### src/rtl/masked_add_sched.sv
// masked_add_sched
//   Round-robin scheduler that shares one masked ripple-carry adder (masked_rca)
//   between NREQ requesters. For each operation it:
//     - picks a winner and latches that requester's operands;
//     - advances the adder's entropy seed;
//     - holds the adder inputs stable for SETTLE cycles;
//     - captures the sum and returns it on a valid/ready channel, tagged with
//       the requester ID.
//
//   Optional build macro: MASKED_ADD_SCHED_CHECK_EN
//     When defined, the captured result is compared against a plain
//     (WIDTH+1)-bit sum of the latched operands, and err is set sticky on a
//     mismatch. When undefined, err is tied to 0.
//
// Ports
//   clk, rst            clock; synchronous active-high reset
//   req_valid/ready     per-requester request handshake (ready is one-hot or 0)
//   req_a, req_b        packed operands, requester i at [i*WIDTH +: WIDTH]
//   req_cin             per-requester carry-in
//   rsp_valid/ready     response handshake
//   rsp_id              index of the served requester
//   rsp_sum, rsp_cout   captured result
//   seed_load, seed_in  seed reload (honoured only while idle; 0 maps to 1)
//   rca_seed            seed driven to masked_rca
//   rca_a, rca_b        operands driven to masked_rca
//   rca_cin             carry-in driven to masked_rca
//   rca_sum, rca_cout   result returned by masked_rca
//   busy                high whenever an operation is in flight
//   err                 sticky self-check error
module masked_add_sched #(
  parameter int WIDTH   = 8,
  parameter int NSHARES = 3,
  parameter int NREQ    = 4,
  parameter int SETTLE  = 2
) (
  input  logic                              clk,
  input  logic                              rst,
  input  logic [NREQ-1:0]                   req_valid,
  output logic [NREQ-1:0]                   req_ready,
  input  logic [NREQ*WIDTH-1:0]             req_a,
  input  logic [NREQ*WIDTH-1:0]             req_b,
  input  logic [NREQ-1:0]                   req_cin,
  output logic                              rsp_valid,
  input  logic                              rsp_ready,
  output logic [$clog2(NREQ)-1:0]           rsp_id,
  output logic [WIDTH-1:0]                  rsp_sum,
  output logic                              rsp_cout,
  input  logic                              seed_load,
  input  logic [(NSHARES-1)*14-1:0]         seed_in,
  output logic [(NSHARES-1)*14-1:0]         rca_seed,
  output logic [WIDTH-1:0]                  rca_a,
  output logic [WIDTH-1:0]                  rca_b,
  output logic                              rca_cin,
  input  logic [WIDTH-1:0]                  rca_sum,
  input  logic                              rca_cout,
  output logic                              busy,
  output logic                              err
);

  localparam int SW  = (NSHARES - 1) * 14;
  localparam int IDW = $clog2(NREQ);
  localparam int CW  = (SETTLE > 1) ? $clog2(SETTLE) : 1;

  typedef enum logic [1:0] {
    ST_IDLE,
    ST_SETTLE,
    ST_RESP
  } state_t;

  state_t           state;
  logic [IDW-1:0]   rr_ptr;
  logic [SW-1:0]    seed;
  logic [CW-1:0]    cnt;

  logic [NREQ-1:0]  gnt_oh;
  logic [IDW-1:0]   gnt_id;
  logic             gnt_any;
  logic             capture;

  // (base + off) mod NREQ without relying on NREQ being a power of two.
  function automatic logic [IDW-1:0] wrap_add(input logic [IDW-1:0] base, input int off);
    int s;
    s = int'(base) + off;
    if (s >= NREQ) s = s - NREQ;
    return IDW'(s);
  endfunction

  function automatic logic [SW-1:0] lfsr(input logic [SW-1:0] s);
    return {s[SW-2:0], s[SW-1] ^ s[SW-2] ^ s[0]};
  endfunction

  // First valid requester at or after rr_ptr, scanning upward with wrap.
  // NOTE: every always_comb output gets a default first so no latch is inferred.
  always_comb begin
    gnt_oh  = '0;
    gnt_id  = '0;
    gnt_any = 1'b0;
    for (int k = 0; k < NREQ; k++) begin
      if (!gnt_any && req_valid[wrap_add(rr_ptr, k)]) begin
        gnt_oh[wrap_add(rr_ptr, k)] = 1'b1;
        gnt_id                      = wrap_add(rr_ptr, k);
        gnt_any                     = 1'b1;
      end
    end
  end

  // Reset is gated in so no request is accepted on the reset-release edge.
  assign req_ready = (state == ST_IDLE && !rst) ? gnt_oh : '0;
  assign busy      = (state != ST_IDLE);
  assign rca_seed  = seed;
  assign capture   = (state == ST_SETTLE) && (cnt == '0);

  // NOTE: sequential state uses non-blocking assignments so every register
  // samples the pre-edge values regardless of statement order.
  always_ff @(posedge clk) begin
    if (rst) begin
      state     <= ST_IDLE;
      rr_ptr    <= '0;
      seed      <= SW'(1);
      cnt       <= '0;
      rca_a     <= '0;
      rca_b     <= '0;
      rca_cin   <= 1'b0;
      rsp_valid <= 1'b0;
      rsp_id    <= '0;
      rsp_sum   <= '0;
      rsp_cout  <= 1'b0;
    end else begin
      unique case (state)
        ST_IDLE: begin
          if (seed_load) seed <= (seed_in == '0) ? SW'(1) : seed_in;
          if (gnt_any) begin
            rca_a   <= req_a[gnt_id*WIDTH +: WIDTH];
            rca_b   <= req_b[gnt_id*WIDTH +: WIDTH];
            rca_cin <= req_cin[gnt_id];
            rsp_id  <= gnt_id;
            rr_ptr  <= wrap_add(gnt_id, 1);
            // A seed loaded in the grant cycle is used as-is for this op.
            if (!seed_load) seed <= lfsr(seed);
            cnt     <= CW'(SETTLE - 1);
            state   <= ST_SETTLE;
          end
        end
        ST_SETTLE: begin
          if (capture) begin
            rsp_sum   <= rca_sum;
            rsp_cout  <= rca_cout;
            rsp_valid <= 1'b1;
            state     <= ST_RESP;
          end else begin
            cnt <= cnt - 1'b1;
          end
        end
        ST_RESP: begin
          if (rsp_ready) begin
            rsp_valid <= 1'b0;
            state     <= ST_IDLE;
          end
        end
        default: state <= ST_IDLE;
      endcase
    end
  end

`ifdef MASKED_ADD_SCHED_CHECK_EN
  logic [WIDTH:0] check_sum;

  assign check_sum = {1'b0, rca_a} + {1'b0, rca_b} + (WIDTH+1)'(rca_cin);

  always_ff @(posedge clk) begin
    if (rst) begin
      err <= 1'b0;
    end else if (capture && (check_sum != {rca_cout, rca_sum})) begin
      err <= 1'b1;
    end
  end
`else
  assign err = 1'b0;
`endif

endmodule

### config.mk
export PLATFORM = sky130hd
export DESIGN_NAME = masked_add_sched
export DESIGN_NICKNAME = d
export VERILOG_FILES = /design/src/rtl/masked_add_sched.sv
export SDC_FILE = /design/constraint.sdc
export NUM_CORES = 1
export LEC_CHECK = 0
export ABC_AREA = 1
export BUFFER_PORTS_ARGS = -buffer_cell sky130_fd_sc_hd__buf_2
export CAP_MARGIN = 20
export CORE_ASPECT_RATIO = 1.1
export CORE_MARGIN = 2
export CORE_UTILIZATION = 51
export CTS_BUF_LIST = sky130_fd_sc_hd__clkbuf_4
export CTS_CLUSTER_SIZE = 20
export DETAILED_ROUTE_END_ITERATION = 16
export PLACE_DENSITY = 0.86
export SLEW_MARGIN = 30
export SYNTH_ARGS = -nofsm -noshare
export SYNTH_HDL_FRONTEND = slang
export SYNTH_SLANG_ARGS = --single-unit
export TNS_END_PERCENT = 5
### constraint.sdc
create_clock -name clk -period 3.1 [get_ports clk]
set_input_delay 0.31 -clock clk [delete_from_list [all_inputs] [get_ports clk]]
set_output_delay 0.31 -clock clk [all_outputs]
set_load 0.05 [all_outputs]
# After elaboration in Yosys (flattened, before gate mapping)
# Cells that the tools add are included.
[op_classes]
addsub = 10
multipliers = 0
n_div = 0
n_lt_le_gt_ge = 18
n_eq_ne = 6
shifts = 2
muxes = 54
bitwise = 6
reduce_logical = 23
[op_table]
columns = ["operator", "count"]
rows = [
  ["two-way mux 28 bit", 4],
  ["variable part select 32 x 6 -> 8 bit", 2],
  ["two-way mux 2 bit", 16],
  ["logical NOT 28 bit", 1],
  ["less-than comparator 2 x 3 -> 1 bit (second input constant)", 9],
  ["two-way mux 4 bit", 5],
  ["two-way mux 1 bit", 17],
  ["greater-or-equal comparator 3 bit (second input constant)", 4],
  ["OR 4 bit", 3],
  ["binary-select mux 1 bit (select 2 bit)", 5],
  ["subtractor 2 x 1 -> 2 bit (second input constant)", 5],
  ["logical AND 1 bit", 9],
  ["AND reduction 3 bit", 3],
  ["demux 1 bit (select 2 bit)", 4],
  ["greater-or-equal comparator 2 x 1 -> 1 bit (second input constant)", 4],
  ["inequality test 2 bit (second input constant)", 4],
  ["adder 2 x 1 -> 3 bit (second input constant)", 2],
  ["adder 2 x 2 -> 3 bit (second input constant)", 2],
  ["one-hot mux 2 bit (3 select lines)", 1],
  ["nonzero test 2 bit", 3],
  ["logical NOT 1 bit", 4],
  ["one-hot mux 1 bit (2 select lines)", 2],
  ["AND reduction 2 bit", 2],
  ["greater-or-equal comparator 2 x 3 -> 1 bit (second input constant)", 1],
  ["other kinds (6)", 7],
]
[totals]
reg_bits = 62
latch_bits = 0
ramBits = 0
mem_bits_ro = 0
in_bits = 113
out_inout_bits = 63
wordCells = 130
mem_count = 0

# Depth between registers and ports, before layout
# Gate-level depths: netlist of run 1.
[logic_depth]
ltp_word = 21
mapped_depth = 16
mapped_depth_nobuf = 15

# Worst setup path after synthesis of run 1
# OpenSTA, ideal clock, no wires.
[synth_path]
path_type = "reg2out"
from = "reg rr_ptr[0]"
to = "out req_ready[2]"
arrival_ns = 1.974
t_required_ns = 2.790
path_slack_ns = 0.816
path_stages_with_launch = 11
n_path_buf = 0
cell_sequence = "dfxtp_1 inv_2 ha_1 inv_1 nand2_1 nand2_2 nor2_8 nand3_2 nor2_1 o21ai_0 inv_1"
[synth_between]
elab_chain_len = 15
elab_cells_between_ends = 64
cone_classes = "add/sub (7); order compare (12); mux (32); bitwise (3); reduce/logical (10)"
[synth_rtl]
columns = ["element", "line_no", "text"]
rows = [
  ["start, declared", "71", "logic [IDW-1:0] rr_ptr;"],
  ["start signal, assigned", "137", "rr_ptr <= wrap_add(gnt_id, 1);"],
  ["adder 2 x 1 -> 3 bit, or another cell as far along", "83", "s = int'(base) + off;"],
  ["greater-or-equal comparator 3 bit, or another cell as far along", "84", "if (s >= NREQ) s = s - NREQ;"],
  ["two-way mux 2 bit, or another cell as far along", "84", ""],
  ["two-way mux 2 bit, or another cell as far along", "99", "if (!gnt_any && req_valid[wrap_add(rr_ptr, k)]) begin"],
  ["less-than comparator 2 x 3 -> 1 bit (implied by the code), or another cell as far along", "100", "gnt_oh[wrap_add(rr_ptr, k)] = 1'b1;"],
  ["logical AND 1 bit (implied by the code), or another cell as far along", "100", ""],
  ["two-way mux 1 bit (implied by the code), or another cell as far along", "100", ""],
  ["demux 1 bit (select 2 bit), or another cell as far along", "100", ""],
  ["OR 4 bit (no source line) / logical NOT 1 bit (equally long branches)", "--", ""],
  ["two-way mux 4 bit / logical AND 1 bit (equally long branches)", "99", ""],
  ["OR 4 bit (no source line) / two-way mux 1 bit (equally long branches)", "--", ""],
  ["two-way mux 4 bit / logical NOT 1 bit (equally long branches)", "99", ""],
  ["OR 4 bit (no source line) / logical AND 1 bit (equally long branches)", "--", ""],
  ["two-way mux 4 bit (*)", "99", ""],
  ["two-way mux 4 bit (*)", "108", "assign req_ready = (state == ST_IDLE && !rst) ? gnt_oh : '0;"],
  ["end, declared", "39", "output logic [NREQ-1:0] req_ready,"],
]
# Mark *: on every way between the ends. The rest lies on a longest branch, timed or not. The select of a mux whose other input is x is not followed.

# Final worst setup path of run 1
# Same ends and word-level chain as after synthesis.

==> results_tabular.tex, run 1 <==
\begin{tabular}{lr}
\hline
Metric & Value \\
\hline
\multicolumn{2}{l}{\textbf{Layout}} \\
\quad Synthesis-to-layout area growth & 22.0\% \\
\quad Fill cell total of the finished layout & 822 \\
\quad Layout cells sized above 1 & 0.275 \\
\quad Core occupancy in the finished layout & 0.641 \\
\quad Antenna diode instance count & 0 \\
\quad Final non-filler cell total & 970 \\
\quad Net count reported at finish & 974 \\
\multicolumn{2}{l}{\textbf{STA}} \\
\quad Fin crit period & 2810 ps \\
\quad Hold Violations, Final & 0 \\
\quad Finish-stage setup viols & 0 \\
\quad Setup repair after global routing missed its margin & false \\
\quad Slew Viols, Final & 0 \\
\quad Worst clock skew on the final layout & 25.9 ps \\
\quad Relative max-transition margin & 0.424 \\
\quad Setup tns final & 0 ps \\
\quad Slew at the pin closest to its max-slew limit & 863 ps \\
\quad Share of the clock period used by the worst path after layout & 0.907 \\
\quad Fmax & 356 MHz \\
\multicolumn{2}{l}{\textbf{Worst setup path}} \\
\quad CP Data Required Time & 2790 ps \\
\quad Standard cell with the maximum stage delay on the critical path & dfxtp\_2 \\
\quad Kind of start point of the critical path & flip-flop \\
\quad Slowest cell delay on critical path & 450 ps \\
\quad Critical path capture point type & output port \\
\quad Series of cell instances along the critical path & inv\_2 > ha\_1 > inv\_1 > nand3\_1 > nand2\_1 > nor2\_1 > a22oi\_1 > o21ai\_0 > o21ai\_0 > inv\_1 > buf\_2 \\
\quad CP Data Arrival Time & 2500 ps \\
\quad Category of the critical setup timing path & reg2out \\
\quad Combined buffer and inverter count along the critical path & 4 \\
\quad Cell family with most CP delay & buffers and inverters \\
\quad Crit-path max FO & 10 \\
\multicolumn{2}{l}{\textbf{Die}} \\
\quad IO Count & 176 \\
\quad Chip Width & 92.7 um \\
\quad Die height & 102 um \\
\quad Starting density of the core & 0.525 \\
\quad Area of the core & 8410 sq um \\
\quad Std cell rows & 35 \\
\quad Die ar. & 9420 sq um \\
\multicolumn{2}{l}{\textbf{Placed design}} \\
\quad Global placement routability congestion & 0.911 \\
\quad Number of buffer cells added on primary ports & 174 \\
\quad Inst Count DP & 954 \\
\quad Detailed-placement wirelength estimate & 8930 um \\
\multicolumn{2}{l}{\textbf{Synthesis}} \\
\quad Xor-xnor portion of the synthesized cell area & 0.00397 \\
\quad Post-synthesis simple-gate area fraction & 0.399 \\
\quad Count of synthesis-stage warnings from yosys & 0 \\
\quad Area leader, netlist & dfxtp\_1 \\
\quad Adder-cell area share of the yosys netlist & 0.0198 \\
\quad Post-Syn Nets & 825 \\
\quad Top area cells in the synthesized netlist & dfxtp\_1 (28\%), nand3\_1 (13\%), inv\_1 (11\%) \\
\quad Post-synth top area share & 0.281 \\
\quad Main flop type after synthesis & dfxtp\_1 \\
\quad Ys async rst share & 0 \\
\quad Synthesized area divided by synthesized cell count & 6.26 sq um \\
\quad Post-synthesis instance total & 705 \\
\quad Post-synth EDFFs & 0 \\
\quad Combinational family with the most area after synthesis & simple AND/OR/NAND/NOR gates \\
\quad Cell variety after synth & 37 \\
\quad Post-synthesis instance area & 4410 sq um \\
\quad Post-synthesis compound-gate area fraction & 0.125 \\
\quad Flops \& latches, synth & 62 \\
\quad Proportion of synthesized area in mux cells & 0 \\
\quad Portion of the post-synthesis area used by sequential elements & 0.281 \\
\multicolumn{2}{l}{\textbf{Clock network}} \\
\quad Num Clock Sinks & 62 \\
\quad Maximum level of the CTS H-tree & 3 \\
\quad Number of setup buffers added after CTS & 0 \\
\quad Master cell of the clock root buffer & clkbuf\_4 \\
\quad Number of buffers inserted for hold repair after clock tree synthesis & 0 \\
\quad CTS tree & built \\
\quad Maximum count of clock buffers along a single path & 2 \\
\quad Insertion delay of the later-clocked pin in the worst-skew pair & 410 ps \\
\quad Total CTS buffers & 9 \\
\quad Register clock-pin slew on the reported worst setup and hold paths & 120 ps \\
\multicolumn{2}{l}{\textbf{Route}} \\
\quad Routed wire per std cell & 13.0 um \\
\quad Remaining antenna violation count after routing & 0 \\
\quad Total Wirelength & 12600 um \\
\quad Number of vias in the routed layout & 5053 \\
\quad First-iteration detailed-routing DRC count & 256 \\
\quad Via-per-instance ratio & 5.21 \\
\quad Total DRC errors in the routed layout & 0 \\
\quad Detailed-routing iteration count for the pre-antenna-repair pass & 6 \\
\multicolumn{2}{l}{\textbf{Status}} \\
\quad Outcome & completed \\
\multicolumn{2}{l}{\textbf{Global route}} \\
\quad Pin count of the biggest net entering global routing & 54 \\
\quad Wire length of the first global-routing pass & 20400 um \\
\quad Antenna violations before repair & 0 \\
\quad Via count of the first global-routing pass & 4559 \\
\quad Total congestion overflow & 0 \\
\quad Total GRT Usage & 0.264 \\
\multicolumn{2}{l}{\textbf{Power}} \\
\quad Peak supply drop & 0.659 mV \\
\quad LEAKAGE & 0.00305 uW \\
\quad Power per cell area & 1140 nW/um\^{}2 \\
\quad Design Power & 6160 uW \\
\multicolumn{2}{l}{\textbf{Worst hold path}} \\
\quad Hold Crit Class & in2reg \\
\multicolumn{2}{l}{\textbf{Job}} \\
\quad Number of violations of the max-capacitance limit & 0 \\
\hline
\end{tabular}
==> state kept, by name, summed over array words and instances (netlist names) <==
name       cells
rca_seed      28
rca_a          8
rca_b          8
rsp_sum        8
rr_ptr         2
rsp_id         2
state          2
cnt            1
rca_cin        1
rsp_cout       1
rsp_valid      1
==> worst paths after layout <==
| kind | start | cells past startpoint | to | slack, ps |
|---|---|---|---|---|
| max | rr_ptr[0] | 11 | req_ready[2] | 290 |
| max reg2reg | rr_ptr[0] | 12 | rr_ptr[1] | 380 |
| min | rsp_ready | 4 | state[1] | 160 |
| min reg2reg | rsp_sum[4] | 2 | rsp_sum[4] | 450 |
==> power breakdown <==
group	total (uW)	switching [uW]	leakage, uW	internal (uW)
Sequential	1350	242	0.000514	1100
Combinational	4240	3080	0.00246	1150
Clock	575	304	0.0000773	271
==> repair_timing <==
action | in CTS | in global routing
gates resized for setup | 0 | 1
endpoints found under the hold margin | 0 | 0
setup endpoints to repair | 0 | 18
==> cells by family (layout without fill, tap and decap cells) <==
logic type	count (synthesis)	in the layout
other	1	1
buffers and inverters	177	331
adders and majority gates	7	7
and+or+nand+nor	359	359
xor gates and xnor gates	2	2
AOI/OAI and AO/OA	97	97
DFF	62	62
==> synthesized netlist by cell type (all sizes together), types with 2 or more instances <==
library cell,instances
nand3,129
inv,129
o22ai,2
clkbuf,19
clkinv,2
xor2,2
dfxtp,62
nor2,57
buf,27
nor4,5
o21ai,34
nand4,35
a21oi,40
a22o,3
o211ai,11
ha,7
nand3b,2
nand2,130
a22oi,4
==> per-stage QoR <==
step	setup slack, ps	hold slack [ps]	cell area (sq um)
2_1_floorplan	816	434	4410
6_report	289	163	5390
5_1_grt	44.4	144	5390
4_1_cts	124	140	5390
3_3_place_gp	354	429	5250
3_5_place_dp	275	437	5250
==> area by class of cell <==
cell class,instances,area [sq um],share of cell area
Clock buffer,12,90.1,0.0167
Clock inverter,4,47.5,0.00883
Inverter,131,495,0.0920
Multi-Input combinational cell,466,2430,0.450
Sequential cell,62,1240,0.231
Tap cell,111,139,0.0258
Timing Repair Buffer,184,946,0.176
==> cell usage in the layout (no fill, tap or decap), drive strengths merged <==
cell type and instances:
buf 184, nand2 130, inv 129, nand3 129
dfxtp 62, nor2 57, a21oi 40, nand4 35
o21ai 34, clkbuf 12, o211ai 11, ha 7
nor4 5, a22oi 4, clkinv 4, a22o 3
nand3b 2, o22ai 2, xor2 2, a31oi 1
o21bai 1, nor3 1, a211oi 1, conb 1
clkinvlp 1, bufinv 1
==> tightest hold or removal path, cell delays in order <==
cell and delay (ps):
buf_2 90, inv_1 30, nand2_1 50, a21oi_1 50
==> layer usage <==
metal | up-vias | GRT usage | routed length [um]
li1 | 2585 | - | -
met1 | 2197 | 0.318 | 5160
met2 | 246 | 0.463 | 5920
met3 | 25 | 0.0580 | 1170
met4 | 0 | 0.102 | 329
met5 | - | 0 | 0
Note: power is estimated with default switching activity, not from simulation.
==> inputs of run 2 (changes only) <==
--- a/config.mk
+++ b/config.mk
@@ -5,16 +5,16 @@
 export SDC_FILE = /design/constraint.sdc
 export NUM_CORES = 1
 export LEC_CHECK = 0
-export ABC_AREA = 1
+export ABC_AREA = 0
 export BUFFER_PORTS_ARGS = -buffer_cell sky130_fd_sc_hd__buf_2
 export CAP_MARGIN = 20
 export CORE_ASPECT_RATIO = 1.1
 export CORE_MARGIN = 2
-export CORE_UTILIZATION = 51
+export CORE_UTILIZATION = 50
 export CTS_BUF_LIST = sky130_fd_sc_hd__clkbuf_4
 export CTS_CLUSTER_SIZE = 20
 export DETAILED_ROUTE_END_ITERATION = 16
-export PLACE_DENSITY = 0.86
+export PLACE_DENSITY = 0.87
 export SLEW_MARGIN = 30
 export SYNTH_ARGS = -nofsm -noshare
 export SYNTH_HDL_FRONTEND = slang
==> constraint.sdc (replaced) <==
create_clock -name clk -period 3.1 [get_ports clk]
set_input_delay 0.31 -clock clk [delete_from_list [all_inputs] [get_ports clk]]
set_output_delay 0.31 -clock clk [all_outputs]
set_load 0.005 [all_outputs]
==> run 2 against run 1 <==
Against the previous run: clock skew decreased by 7.8 ps; design area decreased by 2.8%; sequential share of layout area increased by 0.71 points; wire length increased by 4.2%; core utilization increased by 2.5 points; hold slack got worse by 26 ps; synthesized area decreased by 8.3%; clock-buffer cell count decreased by 3; sequential cell count unchanged; combinational power decreased by 28%; maximum frequency decreased by 5.1%; critical endpoint unchanged; largest power group unchanged; highest routed layer unchanged.
==> results_tabular.tex, run 2 <==
\begin{tabular}{lr}
\hline
Metric & Value \\
\hline
\multicolumn{2}{l}{\textbf{Synthesis}} \\
\quad Post-synthesis instance area & 4050 sq um \\
\quad Top cells by instance count after synthesis & dfxtp\_1 (62), nor2\_1 (53), nand2\_1 (48), a211oi\_1 (35), o21ai\_0 (25) \\
\quad Post-synthesis instance total & 490 \\
\quad Area leader, netlist & dfxtp\_1 \\
\quad Count of synthesis-stage warnings from yosys & 0 \\
\quad Main flop type after synthesis & dfxtp\_1 \\
\quad Most repeated cell in the gate-level netlist after synthesis & dfxtp\_1 \\
\quad Flops \& latches, synth & 62 \\
\quad Top area cells in the synthesized netlist & dfxtp\_1 (31\%), a211oi\_1 (6.5\%), nor2\_1 (4.9\%) \\
\quad Cell variety after synth & 54 \\
\quad Post-synth EDFFs & 0 \\
\quad Ys async rst share & 0 \\
\quad Portion of the post-synthesis area used by sequential elements & 0.307 \\
\quad Synthesized area divided by synthesized cell count & 8.26 sq um \\
\quad Post-synth top area share & 0.307 \\
\quad Post-Syn Nets & 610 \\
\multicolumn{2}{l}{\textbf{Route}} \\
\quad Number of vias in the routed layout & 4758 \\
\quad Total DRC errors in the routed layout & 0 \\
\quad Routed wire per std cell & 17.1 um \\
\quad Total Wirelength & 13100 um \\
\quad Via-per-instance ratio & 6.20 \\
\quad Detailed-routing iteration count for the pre-antenna-repair pass & 6 \\
\quad Remaining antenna violation count after routing & 0 \\
\quad First-iteration detailed-routing DRC count & 422 \\
\multicolumn{2}{l}{\textbf{Die}} \\
\quad Std cell rows & 34 \\
\quad Die height & 98.4 um \\
\quad Die ar. & 8830 sq um \\
\quad Chip Width & 89.8 um \\
\quad Starting density of the core & 0.514 \\
\quad IO Count & 176 \\
\quad Area of the core & 7870 sq um \\
\multicolumn{2}{l}{\textbf{Global route}} \\
\quad Total congestion overflow & 0 \\
\quad Pin count of the biggest net entering global routing & 54 \\
\quad Antenna violations before repair & 0 \\
\quad Total GRT Usage & 0.288 \\
\quad Via count of the first global-routing pass & 4467 \\
\quad Wire length of the first global-routing pass & 21200 um \\
\multicolumn{2}{l}{\textbf{Placed design}} \\
\quad Worst setup slack before clock tree synthesis & 114 ps \\
\quad Global placement routability congestion & 1.03 \\
\quad Inst Count DP & 744 \\
\quad Number of buffer cells added on primary ports & 174 \\
\quad Detailed-placement wirelength estimate & 9370 um \\
\multicolumn{2}{l}{\textbf{Worst setup path}} \\
\quad Critical Path Start & rr\_ptr[1] \\
\quad Slowest cell delay on critical path & 570 ps \\
\quad CP Data Arrival Time & 2650 ps \\
\quad Category of the critical setup timing path & reg2out \\
\quad Critical path capture point type & output port \\
\quad CP Data Required Time & 2790 ps \\
\quad Crit-path max FO & 11 \\
\quad Kind of start point of the critical path & flip-flop \\
\quad Standard cell with the maximum stage delay on the critical path & mux4\_2 \\
\quad Series of cell instances along the critical path & inv\_1 > ha\_4 > mux4\_2 > buf\_6 > nor2\_2 > and3\_4 > nand2\_1 > a21oi\_1 > buf\_2 \\
\quad Worst reg2reg path startpoint & rr\_ptr[1] \\
\multicolumn{2}{l}{\textbf{Clock network}} \\
\quad Master cell of the clock root buffer & clkbuf\_4 \\
\quad CTS tree & built \\
\quad Total CTS buffers & 9 \\
\quad Num Clock Sinks & 62 \\
\quad Insertion delay of the later-clocked pin in the worst-skew pair & 410 ps \\
\quad Register clock-pin slew on the reported worst setup and hold paths & 120 ps \\
\quad Maximum level of the CTS H-tree & 3 \\
\quad Number of buffers inserted for hold repair after clock tree synthesis & 0 \\
\quad Maximum count of clock buffers along a single path & 2 \\
\multicolumn{2}{l}{\textbf{STA}} \\
\quad Relative max-transition margin & 0.358 \\
\quad Slew at the pin closest to its max-slew limit & 956 ps \\
\quad Fin crit period & 2960 ps \\
\quad Post-route worst setup slack & 137 ps \\
\quad Share of the clock period used by the worst path after layout & 0.956 \\
\quad Finish-stage setup viols & 0 \\
\quad Worst clock skew on the final layout & 18.2 ps \\
\quad Fmax & 338 MHz \\
\quad Hold Violations, Final & 0 \\
\quad Slew Viols, Final & 0 \\
\quad Setup tns final & 0 ps \\
\multicolumn{2}{l}{\textbf{Status}} \\
\quad Outcome & completed \\
\multicolumn{2}{l}{\textbf{Power}} \\
\quad Power per cell area & 936 nW/um\^{}2 \\
\quad Peak supply drop & 0.578 mV \\
\quad LEAKAGE & 0.00233 uW \\
\quad Design Power & 4900 uW \\
\multicolumn{2}{l}{\textbf{Layout}} \\
\quad Synthesis-to-layout area growth & 29.3\% \\
\quad Final non-filler cell total & 768 \\
\quad Net count reported at finish & 775 \\
\quad Layout cells sized above 1 & 0.376 \\
\quad Fill cell total of the finished layout & 613 \\
\quad Most common library cell in the layout ignoring fill and taps & buf\_2 \\
\quad Antenna diode instance count & 0 \\
\quad Flip-flop count of the largest register, all copies and words added & 28 \\
\quad Top library cells by usage in the layout, fill and taps aside & buf\_2 (174), dfxtp\_1 (61), nor2\_1 (52) \\
\multicolumn{2}{l}{\textbf{Worst hold path}} \\
\quad Hold Crit Class & in2reg \\
\quad Launch instance of the worst min-delay path & rca\_sum[0] \\
\multicolumn{2}{l}{\textbf{Job}} \\
\quad Number of violations of the max-capacitance limit & 0 \\
\hline
\end{tabular}
==> run 2: cell types whose count changed after synthesis, sizes merged, moves of 21 or more <==
cell,previous run,this run
nand4,35,7
a211oi,1,39
a21oi,40,19
inv,129,14
nand3,129,20
nand2,130,49
==> run 2: final cells by class <==
type                            instances  area [sq um]  share of cell area
Multi-Input combinational cell        373          2590               0.494
Sequential cell                        62          1240               0.238
Timing Repair Buffer                  195          1060               0.203
Tap cell                              108           135              0.0258
Clock inverter                          7          88.8              0.0170
Clock buffer                            9          67.6              0.0129
Inverter                               14          52.6              0.0100
==> run 2: report_power, final <==
part	total [uW]	switching [uW]	internal, uW
Clock	639	318	321
Sequential	1190	161	1030
Combinational	3070	1760	1310
Total	4900	2240	2660
==> run 2: worst max-delay path: cells and delay by family, from the launching register on <==
kind | cells | cell delay, ps
flops | 1 | 350
buf+inv | 3 | 430
fa+ha+maj | 1 | 320
compound gates | 1 | 130
mux | 1 | 570
simple gates | 3 | 430
==> run 2: timing repair <==
action                                  in CTS  in global routing
gates resized for setup                      4                  6
hold endpoints to repair                     0                  0
pin swaps                                    0                  1
buffers inserted                             1                  7
endpoints found under the setup margin       4                 15
==> run 2: kinds of logic after synthesis <==
group,synth area share
simple gates,0.198
mux,0.117
compound gates,0.284
buf+inv,0.0655
flops,0.307
xor+xnor,0.00649
fa+ha+maj,0.0216
other cells,0.000926
==> run 2: final timing paths <==
| path | slack [ps] | depth (start not counted) | to |
|---|---|---|---|
| max | 140 | 9 | req_ready[2] |
| min reg2reg | 470 | 2 | rca_b[3] |
| max reg2reg | 170 | 9 | rca_a[7] |
| min | 140 | 3 | rsp_sum[0] |
==> run 2: per-layer routing <==
metal  part of all wire  vias to the layer above  GRT usage  wire [um]
met1               0.39                     2234      0.346       5130
met5                  0                        -          0          0
li1                   -                     2189          -          -
met2               0.49                      286      0.480       6410
met3              0.083                       49     0.0756       1090
met4              0.036                        0      0.140        478
==> run 2: through the flow <==
stage               area [sq um]  hold WS (ps)   util
floorplan                   4060           446      -
global placement            4970           430  0.632
detailed placement          4980           444  0.632
CTS                         5160           122  0.656
global route                5240           114  0.665
finish                      5240           136  0.665
